## config.mk

```make
export PLATFORM = sky130hd
export DESIGN_NAME = qddc_tune_ctrl
export DESIGN_NICKNAME = d
export VERILOG_FILES = /design/src/rtl/qddc_pkg.sv /design/src/rtl/qddc_tune_ctrl.sv
export SDC_FILE = /design/constraint.sdc
export NUM_CORES = 1
export LEC_CHECK = 0
export ABC_AREA = 1
export CAP_MARGIN = 5
export CORE_UTILIZATION = 40
export CTS_BUF_LIST = sky130_fd_sc_hd__clkbuf_8
export DETAILED_ROUTE_END_ITERATION = 8
export HOLD_SLACK_MARGIN = 0.03
export PLACE_DENSITY = 0.74
export RECOVER_POWER = 25
export SYNTH_ARGS = -nofsm -noshare
export SYNTH_HDL_FRONTEND = slang
export SYNTH_SLANG_ARGS = --single-unit
export TNS_END_PERCENT = 10
```

## constraint.sdc

```tcl
create_clock -name clk -period 1.7 [get_ports clk]
set_input_delay 0.34 -clock clk [delete_from_list [all_inputs] [get_ports clk]]
set_output_delay 0.34 -clock clk [all_outputs]
set_load 0.005 [all_outputs]
```

## src/rtl/qddc_pkg.sv

```systemverilog
// qddc_pkg: shared types and constants for the quadrature DDC and its tune controller.
package qddc_pkg;

    localparam int QDDC_FSZ = 31;

    typedef enum logic [1:0] {
        FLUSH,
        SETTLE,
        RUN
    } qddc_tune_state_t;

endpackage

```

## src/rtl/qddc_tune_ctrl.sv

```systemverilog
// qddc_tune_ctrl: retune sequencer; flushes the DDC on NCO changes, then discards settling samples.
module qddc_tune_ctrl
    import qddc_pkg::*;
#(
    parameter int FSZ            = QDDC_FSZ,
    parameter int FLUSH_CYCLES   = 8,
    parameter int SETTLE_SAMPLES = 4
) (
    input  logic           clk,
    input  logic           reset,
    input  logic           cfg_valid,
    output logic           cfg_ready,
    input  logic [FSZ-1:0] cfg_freq,
    input  logic           cfg_dir,
    input  logic           cfg_ns_en,
    input  logic           cfg_iq_swap,
    input  logic           ddc_strobe,
    output logic           ddc_reset,
    output logic [FSZ-1:0] lo_freq,
    output logic           lo_dir,
    output logic           lo_ns_en,
    output logic           iq_swap,
    output logic           out_valid,
    output logic           retune_done
);

    localparam int CMAX = (FLUSH_CYCLES > SETTLE_SAMPLES) ? FLUSH_CYCLES : SETTLE_SAMPLES;
    localparam int CW   = $clog2(CMAX + 1);
    localparam logic [CW-1:0] FLUSH_LOAD  = CW'(FLUSH_CYCLES - 1);
    localparam logic [CW-1:0] SETTLE_LOAD = CW'(SETTLE_SAMPLES);

    qddc_tune_state_t state;
    logic [CW-1:0]    cnt;
    logic             full;

    // Only NCO-affecting fields disturb the CIC state; iq_swap alone does not.
    assign full = cfg_freq != lo_freq || cfg_dir != lo_dir || cfg_ns_en != lo_ns_en;

    always_ff @(posedge clk) begin
        if (reset) begin
            state       <= FLUSH;
            cnt         <= FLUSH_LOAD;
            lo_freq     <= '0;
            lo_dir      <= 1'b0;
            lo_ns_en    <= 1'b0;
            iq_swap     <= 1'b0;
            ddc_reset   <= 1'b1;
            cfg_ready   <= 1'b0;
            out_valid   <= 1'b0;
            retune_done <= 1'b0;
        end else begin
            retune_done <= 1'b0;
            case (state)
                FLUSH: begin
                    if (cnt == '0) begin
                        state     <= SETTLE;
                        cnt       <= SETTLE_LOAD;
                        ddc_reset <= 1'b0;
                    end else begin
                        cnt <= cnt - 1'b1;
                    end
                end
                SETTLE: begin
                    if (cnt == '0 || (ddc_strobe && cnt == CW'(1))) begin
                        state       <= RUN;
                        cfg_ready   <= 1'b1;
                        out_valid   <= 1'b1;
                        retune_done <= 1'b1;
                    end else if (ddc_strobe) begin
                        cnt <= cnt - 1'b1;
                    end
                end
                RUN: begin
                    if (cfg_valid && cfg_ready) begin
                        iq_swap <= cfg_iq_swap;
                        if (full) begin
                            lo_freq   <= cfg_freq;
                            lo_dir    <= cfg_dir;
                            lo_ns_en  <= cfg_ns_en;
                            state     <= FLUSH;
                            cnt       <= FLUSH_LOAD;
                            ddc_reset <= 1'b1;
                            cfg_ready <= 1'b0;
                            out_valid <= 1'b0;
                        end
                    end
                end
                default: begin
                    state     <= FLUSH;
                    cnt       <= FLUSH_LOAD;
                    ddc_reset <= 1'b1;
                    cfg_ready <= 1'b0;
                    out_valid <= 1'b0;
                end
            endcase
        end
    end

endmodule
```

==> results of run 1 <==
[path summary, 6_finish.rpt]
| check | from | to | slack [ps] | depth (start not counted) |
|---|---|---|---|---|
| max reg2reg | lo_freq[29] | lo_freq[19] | 20 | 13 |
| min | cfg_freq[20] | lo_freq[20] | 390 | 3 |
| max | lo_freq[29] | lo_freq[19] | 20 | 13 |
| min reg2reg | lo_freq[29] | lo_freq[29] | 460 | 2 |
[layout make-up]
| class | instances | area, um2 | area share [%] |
|---|---|---|---|
| multi-input cells | 233 | 1270 | 36.4 |
| repair buffers | 95 | 967 | 27.8 |
| well taps | 72 | 90.1 | 2.59 |
| inverters | 52 | 195 | 5.60 |
| clock inverters | 1 | 5.00 | 0.144 |
| flip-flops and latches | 43 | 876 | 25.1 |
| clock buffers | 6 | 82.6 | 2.37 |
[per-layer routing]
metal  GRT usage [%]  share of wire (%)  up-vias
li1                -                  -     1247
met1            24.8                 45     1091
met2            33.7                 47       69
met3            6.09                6.7        6
met4            5.56               0.83        0
met5               0                  0        -
[power by group through the flow]
stage          clock (uW)  sequential, uW  combinational [uW]
3_3_place_gp            0            1150                 679
6_report              663            1130                 702
4_1_cts               684            1130                 682
3_5_place_dp            0            1150                 696
2_1_floorplan           0            1140                 427
5_1_grt               724            1130                 809
[through the flow]
stage          worst slack [ps]  instance area, um2  std cells  hold WS, ps
2_1_floorplan              76.7                2360        340          442
3_3_place_gp               -367                3280        491          462
3_5_place_dp               -415                3280        491          459
4_1_cts                    10.9                3410        501          466
5_1_grt                   -86.3                3480        502          409
6_report                   24.6                3480        502          394
[critical path: cells and delay by family (launching register included)]
family | cells | cell delay [ps]
AND/OR/NAND/NOR | 9 | 890
AO/OA/AOI/OAI | 1 | 40
buffers and inverters | 3 | 300
flip-flops | 1 | 350
[cell families after synthesis]
family | Yosys count
AND/OR/NAND/NOR | 154
buffers and inverters | 64
AO/OA/AOI/OAI | 62
flip-flops | 43
XOR/XNOR | 15
adder cells (fa/ha/maj) | 2
[cells in the final DEF (no fill, tap or decap), drive strengths merged]
cell | synthesis | final
buf | 7 | 19
nand4 | 2 | 2
o21ai | 26 | 26
nor2 | 21 | 21
dlymetal6s2s | 0 | 1
a21oi | 35 | 35
ha | 2 | 2
clkinv | 0 | 1
clkdlybuf4s50 | 0 | 43
clkbuf | 5 | 7
a211oi | 1 | 1
dfxtp | 43 | 43
xnor2 | 15 | 15
nor3 | 1 | 1
nand2 | 100 | 100
dlygate4sd3 | 0 | 6
inv | 52 | 52
and2 | 1 | 1
dlygate4sd2 | 0 | 25
nand3b | 1 | 1
nand3 | 28 | 28
[what timing repair did]
action                                  4_1_cts  5_1_grt
gates cloned                                  2        0
endpoints found under the setup margin       40       40
pin swaps                                     9       12
setup buffers                                 1        3
hold buffers                                  0        0
gates resized for setup                      29       29
==> results.cfg, run 1 <==
[drt]
wl_per_cell_um = 12.2
vias_per_cell = 4.81
drc = 0
vias = 2413
first_pass_iters = 4
antenna_left = 0
drt_iter0_drc = 86
wl_um = 6110

[layout]
largest_reg_flops = 31
layout-drive-gt1-share_pct = 18.6
reg_top3 = lo_freq x31, cnt x4, state x2
top_register = lo_freq
antenna_cells = 0
synthToLayoutAreaGrowth_pct = 47.8
fillers = 532
fin_util_pct = 62.1
fin_nets = 470

[die]
ios = 76
die_x_um = 78.7
dieHeight_um = 78.7
die_area_um2 = 6200
start_util_pct = 42.0
core_area_um2 = 5610
rows = 27

[setup_path]
required_ps = 1890
max_stage_delay_ps = 350
critPathSlowestCell = dfxtp_2
worst-setup-path-type = flop to flop
startpoint_type = flop
cp_common_cell = nand2_1
path_cells = inv_2, nand2_1, nand2_1, nor2_1, nand2_1, nor2_1, nand2_1, nor2_4, nand2_4, nand2_8, buf_12, buf_4, a21oi_2
end_kind = flop
arrival_ps = 1860
crit_fanout = 10

[pwr]
p_sw_uw = 802
power-per-cell-area_nw_per_um2 = 716
power_frac_seq_pct = 45.2
intPower_uw = 1690
power_uw = 2490
p_leak_uw = 0.00151
combinationalPowerShare_pct = 28.2
peakVddDrop_v = 0.000423
p_clk_share_pct = 26.6
switching_share_pct = 32.2

[yosys]
synthDistinctLibCells = 23
avgSynthCellArea_um2 = 6.93
synth_edf_count = 0
synthMuxAreaShare_pct = 0
ys_ff_latch = 43
netlist.area_leader.share_pct = 36.5
synthCells = 340
ys_seq_area_share_pct = 36.5
yosys.area_share.adder_pct = 1.06
synthArstFlopShare_pct = 0
synth-xor-area-share_pct = 5.58
syn-num-nets = 380
yosys_most_used_dff = dfxtp_1
synth_top_family_by_area = simple AND/OR/NAND/NOR gates
yosys.area_share.simple_pct = 28.6
synth_area_leaders = dfxtp_1 37%, nand2_1 15%, inv_1 8.3%, a21oi_2 7.1%, nand3_1 5.9%
synth_most_common_cell = nand2_1
yosys.area.top_type = dfxtp_1
yosys-top-cells-count = 96 x nand2_1, 52 x inv_1, 43 x dfxtp_1
synth-compound-area-share_pct = 16.3
syn_area_um2 = 2360
yosys_warnings = 0

[cts]
cts_tree = yes
root_buffer = clkbuf_8
htreeDepth = 2
cts.sinks = 43
clk_pin_slew_ps = 80
clock_latency_ps = 300
cts_max_path_buffers = 2
cts_made_buffers = 5

[global_routing]
grt_use_total_pct = 20.1
grt_max_degree = 19
grt_pass1_vias = 2300
grt.overflow.total = 0
grt_pass1_wl_um = 9990
antenna_found_initial = 0

[hold_path]
hp-class = primary input to flop

[timing]
worst_pin_slew_ps = 454
rsz0062_at_grt = yes
fmax_mhz = 597
final_hold_viol_count = 0
final_max_slew_viol_count = 0
fin_tns_setup_ps = 0
relSlewSlack_pct = 69.4
finalCriticalPeriod_ps = 1680
fin_skew_ps = 11.4
fin_crit_sh_pct = 98.6
setup_viol = 0

[placed_design]
hpwl_um = 4300
numPortBuffers = 75
place_congestion = 0.788

[job]
maxCapViolCount = 0

[run_status]
status = finished clean
Power figures use the tool's default switching activity.
==> run 2: changes to the inputs <==
TNS_END_PERCENT = 50   (was 10)
==> run 2 against run 1 <==
Net effect:
- clock skew about the same
- largest cell class unchanged
- wire length down 1.2%
- combinational power up 1%
- worst setup slack better by 8.0 ps
- maximum frequency up 0.48%
==> results.cfg, run 2 (synthesized netlist as in run 1, its figures left out) <==
[pwr]
p_sw_uw = 804
power_uw = 2500
p_leak_uw = 0.00150
intPower_uw = 1700
peakVddDrop_v = 0.000423
power-per-cell-area_nw_per_um2 = 713
combinationalPowerShare_pct = 28.5
power_frac_seq_pct = 45.2
p_clk_share_pct = 26.3
switching_share_pct = 32.2

[setup_path]
arrival_ps = 1850
max_stage_delay_ps = 350
end_kind = flop
worst-setup-path-type = flop to flop
critPathSlowestCell = dfxtp_2
cp_common_cell = nand2_1
crit_fanout = 10
required_ps = 1880
startpoint_type = flop
path_cells = inv_2, nand2_1, nand2_1, nor2_1, nand2_1, nor2_1, nand2_1, nor2_4, nand2_4, nand2_8, buf_12, buf_4, a21oi_2

[die]
die_area_um2 = 6200
start_util_pct = 42.0
ios = 76
die_x_um = 78.7
rows = 27
core_area_um2 = 5610
dieHeight_um = 78.7

[hold_path]
hp-class = primary input to flop

[layout]
reg_top3 = lo_freq x31, cnt x4, state x2
synthToLayoutAreaGrowth_pct = 48.7
fillers = 526
fin_nets = 470
final_common_cell = nand2_1
largest_reg_flops = 31
antenna_cells = 0
layout-drive-gt1-share_pct = 19.8
top_register = lo_freq
final_area_um2 = 3500
mostFrequentLayoutCells = 94 x nand2_1, 51 x inv_1, 44 x clkdlybuf4s50_1, 31 x dfxtp_1, 27 x nand3_1
stdcell_count = 502

[cts]
cts_max_path_buffers = 2
cts_tree = yes
clock_latency_ps = 300
cts.sinks = 43
root_buffer = clkbuf_8
htreeDepth = 2
clk_pin_slew_ps = 80
cts-hold-fix-buffers = 0
cts_made_buffers = 5

[global_routing]
grt_use_total_pct = 20.1
grt_use_met2_pct = 33.7
use_met1_pct = 24.8
grt.overflow.total = 0
grt_pass1_vias = 2300
grt_pass1_wl_um = 9990
grt_use_met3_pct = 6.09
top_usage_layer = met2
antenna_found_initial = 0
grt_max_degree = 19

[timing]
rsz0062_at_grt = yes
relSlewSlack_pct = 69.8
worst_hold_slack_ps = 397
fin_skew_ps = 11.4
final_max_slew_viol_count = 0
timing.final.ws_setup_ps = 32.5
fmax_mhz = 600
setup_viol = 0
fin_crit_sh_pct = 98.1
finalCriticalPeriod_ps = 1670
worst_pin_slew_ps = 448
final_hold_viol_count = 0

[job]
maxCapViolCount = 0

[drt]
vias_per_cell = 4.83
antenna_left = 0
drt_iter0_drc = 95
drc = 0
first_pass_iters = 5
vias = 2427
wl_um = 6040
wl_per_cell_um = 12.0

[run_status]
status = finished clean

[placed_design]
place_congestion = 0.788
hpwl_um = 4300
pre_cts_slack_ps = -415
numPortBuffers = 75
post-place-cells = 491
place_area_um2 = 3280
run 2: changes by cell type in the layout (fill, tap and decap cells not counted):
cell,previous run,this run
nand2_1,95,94
buf_4,12,13
nand2_2,3,4
clkdlybuf4s50_1,43,44
dlygate4sd3_1,6,5
buf_16,1,0
o21ai_1,10,6
o21ai_4,0,3
o21ai_2,9,10
run 2: area by class of cell:
type / count / area (um2) / share of cell area, %
Sequential cell: 43 / 876 / 25.0
Multi-Input combinational cell: 233 / 1310 / 37.3
Timing Repair Buffer: 95 / 947 / 27.0
Clock inverter: 1 / 5.00 / 0.143
Tap cell: 72 / 90.1 / 2.57
Clock buffer: 6 / 82.6 / 2.36
Inverter: 52 / 195 / 5.57
run 2: power groups by stage:
stage	Clock (uW)	Combinational (uW)	Sequential (uW)
6_report	658	712	1130
2_1_floorplan	0	427	1140
3_3_place_gp	0	679	1150
5_1_grt	723	820	1140
3_5_place_dp	0	696	1150
4_1_cts	684	682	1130
run 2: repair_timing:
| item | in CTS | in global routing |
|---|---|---|
| endpoints found under the setup margin | 40 | 40 |
| pin swaps | 9 | 7 |
| buffers inserted | 1 | 4 |
| gates resized for setup | 29 | 37 |
| cloned | 2 | 0 |
run 2: worst paths after layout:
path	from	end	slack [ps]	depth (start not counted)
max	lo_freq[29]	lo_freq[18]	30	13
min	cfg_freq[20]	lo_freq[20]	400	3
max reg2reg	lo_freq[29]	lo_freq[18]	30	13
min reg2reg	lo_freq[29]	lo_freq[29]	460	2
run 2: per-stage QoR:
stage	setup TNS, ps	util (%)
floorplan	0	-
CTS	0	60.9
global route	-2090	62.5
detailed placement	-14530	58.5
global placement	-13480	58.5
finish	0	62.5
run 2: critical path: cells and delay by family, from the launching register on:
family | cells | cell delay, ps
flops | 1 | 350
buf+inv | 3 | 290
simple gates | 9 | 890
compound gates | 1 | 40
run 2: per-layer routing:
metal / wire length (um) / up-vias
li1: - / 1246
met1: 2740 / 1109
met2: 2850 / 66
met3: 397 / 6
met4: 52 / 0
met5: 0 / -
==> run 3: changes to the inputs <==
ABC_CLOCK_PERIOD_IN_PS = 1700   (was not set)
CAP_MARGIN = 40   (was 5)
GPL_TIMING_DRIVEN = 0   (was not set)
==> run 3 against run 2 <==
Net effect:
- worst setup slack got worse by 22 ps
- clock power increased by 17%
- critical path type is now primary input to flop
- sequential power hardly changed
- largest power group unchanged
- final cell count is 0.40% higher
- via count down 1.1%
- highest routed layer unchanged
- critical path depth down 4
- sequential share of layout area is essentially flat
==> results.cfg, run 3 (synthesized netlist as in run 1, its figures left out) <==
[die]
rows = 27
start_util_pct = 42.0
die_area_um2 = 6200
ios = 76
core_area_um2 = 5610
die_x_um = 78.7
dieHeight_um = 78.7

[job]
maxCapViolCount = 0

[timing]
rsz0062_at_grt = yes
final_max_slew_viol_count = 0
finalCriticalPeriod_ps = 1690
fmax_mhz = 592
worst_pin_slew_ps = 635
relSlewSlack_pct = 57.7
setup_viol = 0
fin_skew_ps = 5.49
fin_tns_setup_ps = 0
timing.final.ws_setup_ps = 10.3
final_hold_viol_count = 0
fin_crit_sh_pct = 99.4

[drt]
wl_um = 5930
drt-met1-wl_um = 2630
drt_iter0_drc = 64
drc = 0
first_pass_iters = 4
vias = 2400
met3_length_um = 424
top_layer_used = met4
vias_per_cell = 4.76
antenna_left = 0
wl_per_cell_um = 11.8
wl_met2_um = 2820

[global_routing]
grt.overflow.total = 0
grt_pass1_wl_um = 9690
antenna_found_initial = 0
grt_pass1_vias = 2253
grt_max_degree = 13
grt_use_total_pct = 19.5

[placed_design]
pre_cts_slack_ps = -527
hpwl_um = 4250
numPortBuffers = 74
post-place-cells = 486
place_congestion = 0.863

[layout]
fin_nets = 472
mostFrequentLayoutCells = 90 x nand2_1, 49 x inv_1, 46 x clkdlybuf4s50_1, 28 x dfxtp_1, 27 x nand3_1
ff_latch_area_um2 = 880
fillers = 525
fin_util_pct = 62.8
synthToLayoutAreaGrowth_pct = 49.5
reg_top3 = lo_freq x31, cnt x4, state x2
final_common_cell = nand2_1
layout-drive-gt1-share_pct = 21.8
top_register = lo_freq
stdcell_count = 504
largest_reg_flops = 31
multi_input_area_um2 = 1290
antenna_cells = 0

[setup_path]
end_kind = flop
path_cells = clkdlybuf4s50_1, xnor2_1, nand4_1, nor2_2, nand2_4, nand2_8, clkbuf_16, o21ai_1, a21oi_2
max_stage_delay_ps = 500
crit_fanout = 8
required_ps = 1930
arrival_ps = 1920
path_delay_family = buffers and inverters
worst-setup-path-type = primary input to flop
critPathSlowestCell = clkdlybuf4s50_1
path_buf_inv = 2
startpoint_type = primary input

[pwr]
power-per-cell-area_nw_per_um2 = 728
power_uw = 2570
p_leak_uw = 0.00151
peakVddDrop_v = 0.000433

[cts]
htreeDepth = 2
cts_made_buffers = 5
cts_tree = yes
root_buffer = clkbuf_8
cts.sinks = 43
clock_latency_ps = 300
cts_max_path_buffers = 2
clk_pin_slew_ps = 80
cts-hold-fix-buffers = 0

[hold_path]
hp-class = primary input to flop

[run_status]
status = finished clean
-- run 3: changes by cell type in the layout (fill, tap and decap cells not counted), sizes merged --
cell / change
dlygate4sd3: -2
clkinv: -1
clkdlybuf4s50: +2
bufinv: +1
inv: +1
buf: -2
dlymetal6s2s: +1
clkbuf: +4
dlygate4sd2: -3
clkdlybuf4s15: +1
-- run 3: what timing repair did --
item / 4_1_cts / 5_1_grt
pin swaps: 9 / 10
setup buffers: 5 / 5
endpoints found under the setup margin: 40 / 40
gates cloned: 1 / 1
resized for setup: 42 / 43
-- run 3: final cells by class --
| type | count | share of cell area [%] |
|---|---|---|
| multi-input combinational | 233 | 36.7 |
| timing repair buffer | 86 | 24.6 |
| inverter | 52 | 5.54 |
| sequential | 43 | 25.0 |
| tap | 72 | 2.56 |
| clock inverter | 2 | 0.959 |
| clock buffer | 5 | 1.95 |
| buffer | 11 | 2.70 |
-- run 3: stage by stage --
stage	hold WS, ps	area, um2
2_1_floorplan	442	2360
3_3_place_gp	441	3190
3_5_place_dp	443	3190
4_1_cts	411	3370
5_1_grt	377	3520
6_report	367	3520
-- run 3: worst register-to-register path: cells and delay by family, from the launching register on --
family,cells,cell delay (ps)
and+or+nand+nor,9,830
AOI/OAI and AO/OA,2,190
buffers and inverters,2,210
DFF,1,350
-- run 3: metal layers --
metal	vias up	global-route usage (%)
met5	-	0
met4	0	5.00
met1	1081	23.6
li1	1248	-
met2	65	32.8
met3	6	6.55
-- run 3: final timing paths --
check | startpoint | to | slack (ps) | cells past startpoint
max | cfg_freq[8] | lo_freq[22] | 10 | 9
min | cfg_freq[15] | lo_freq[15] | 370 | 3
max reg2reg | lo_freq[29] | lo_freq[22] | 60 | 13
min reg2reg | ddc_reset | ddc_reset | 460 | 2
-- run 3: power by group --
group | total [uW] | leakage (uW) | internal [uW] | switching (uW)
Sequential | 1130 | 0.000354 | 1070 | 57.4
Clock | 767 | 0.0000554 | 425 | 342
Combinational | 669 | 0.00110 | 290 | 378
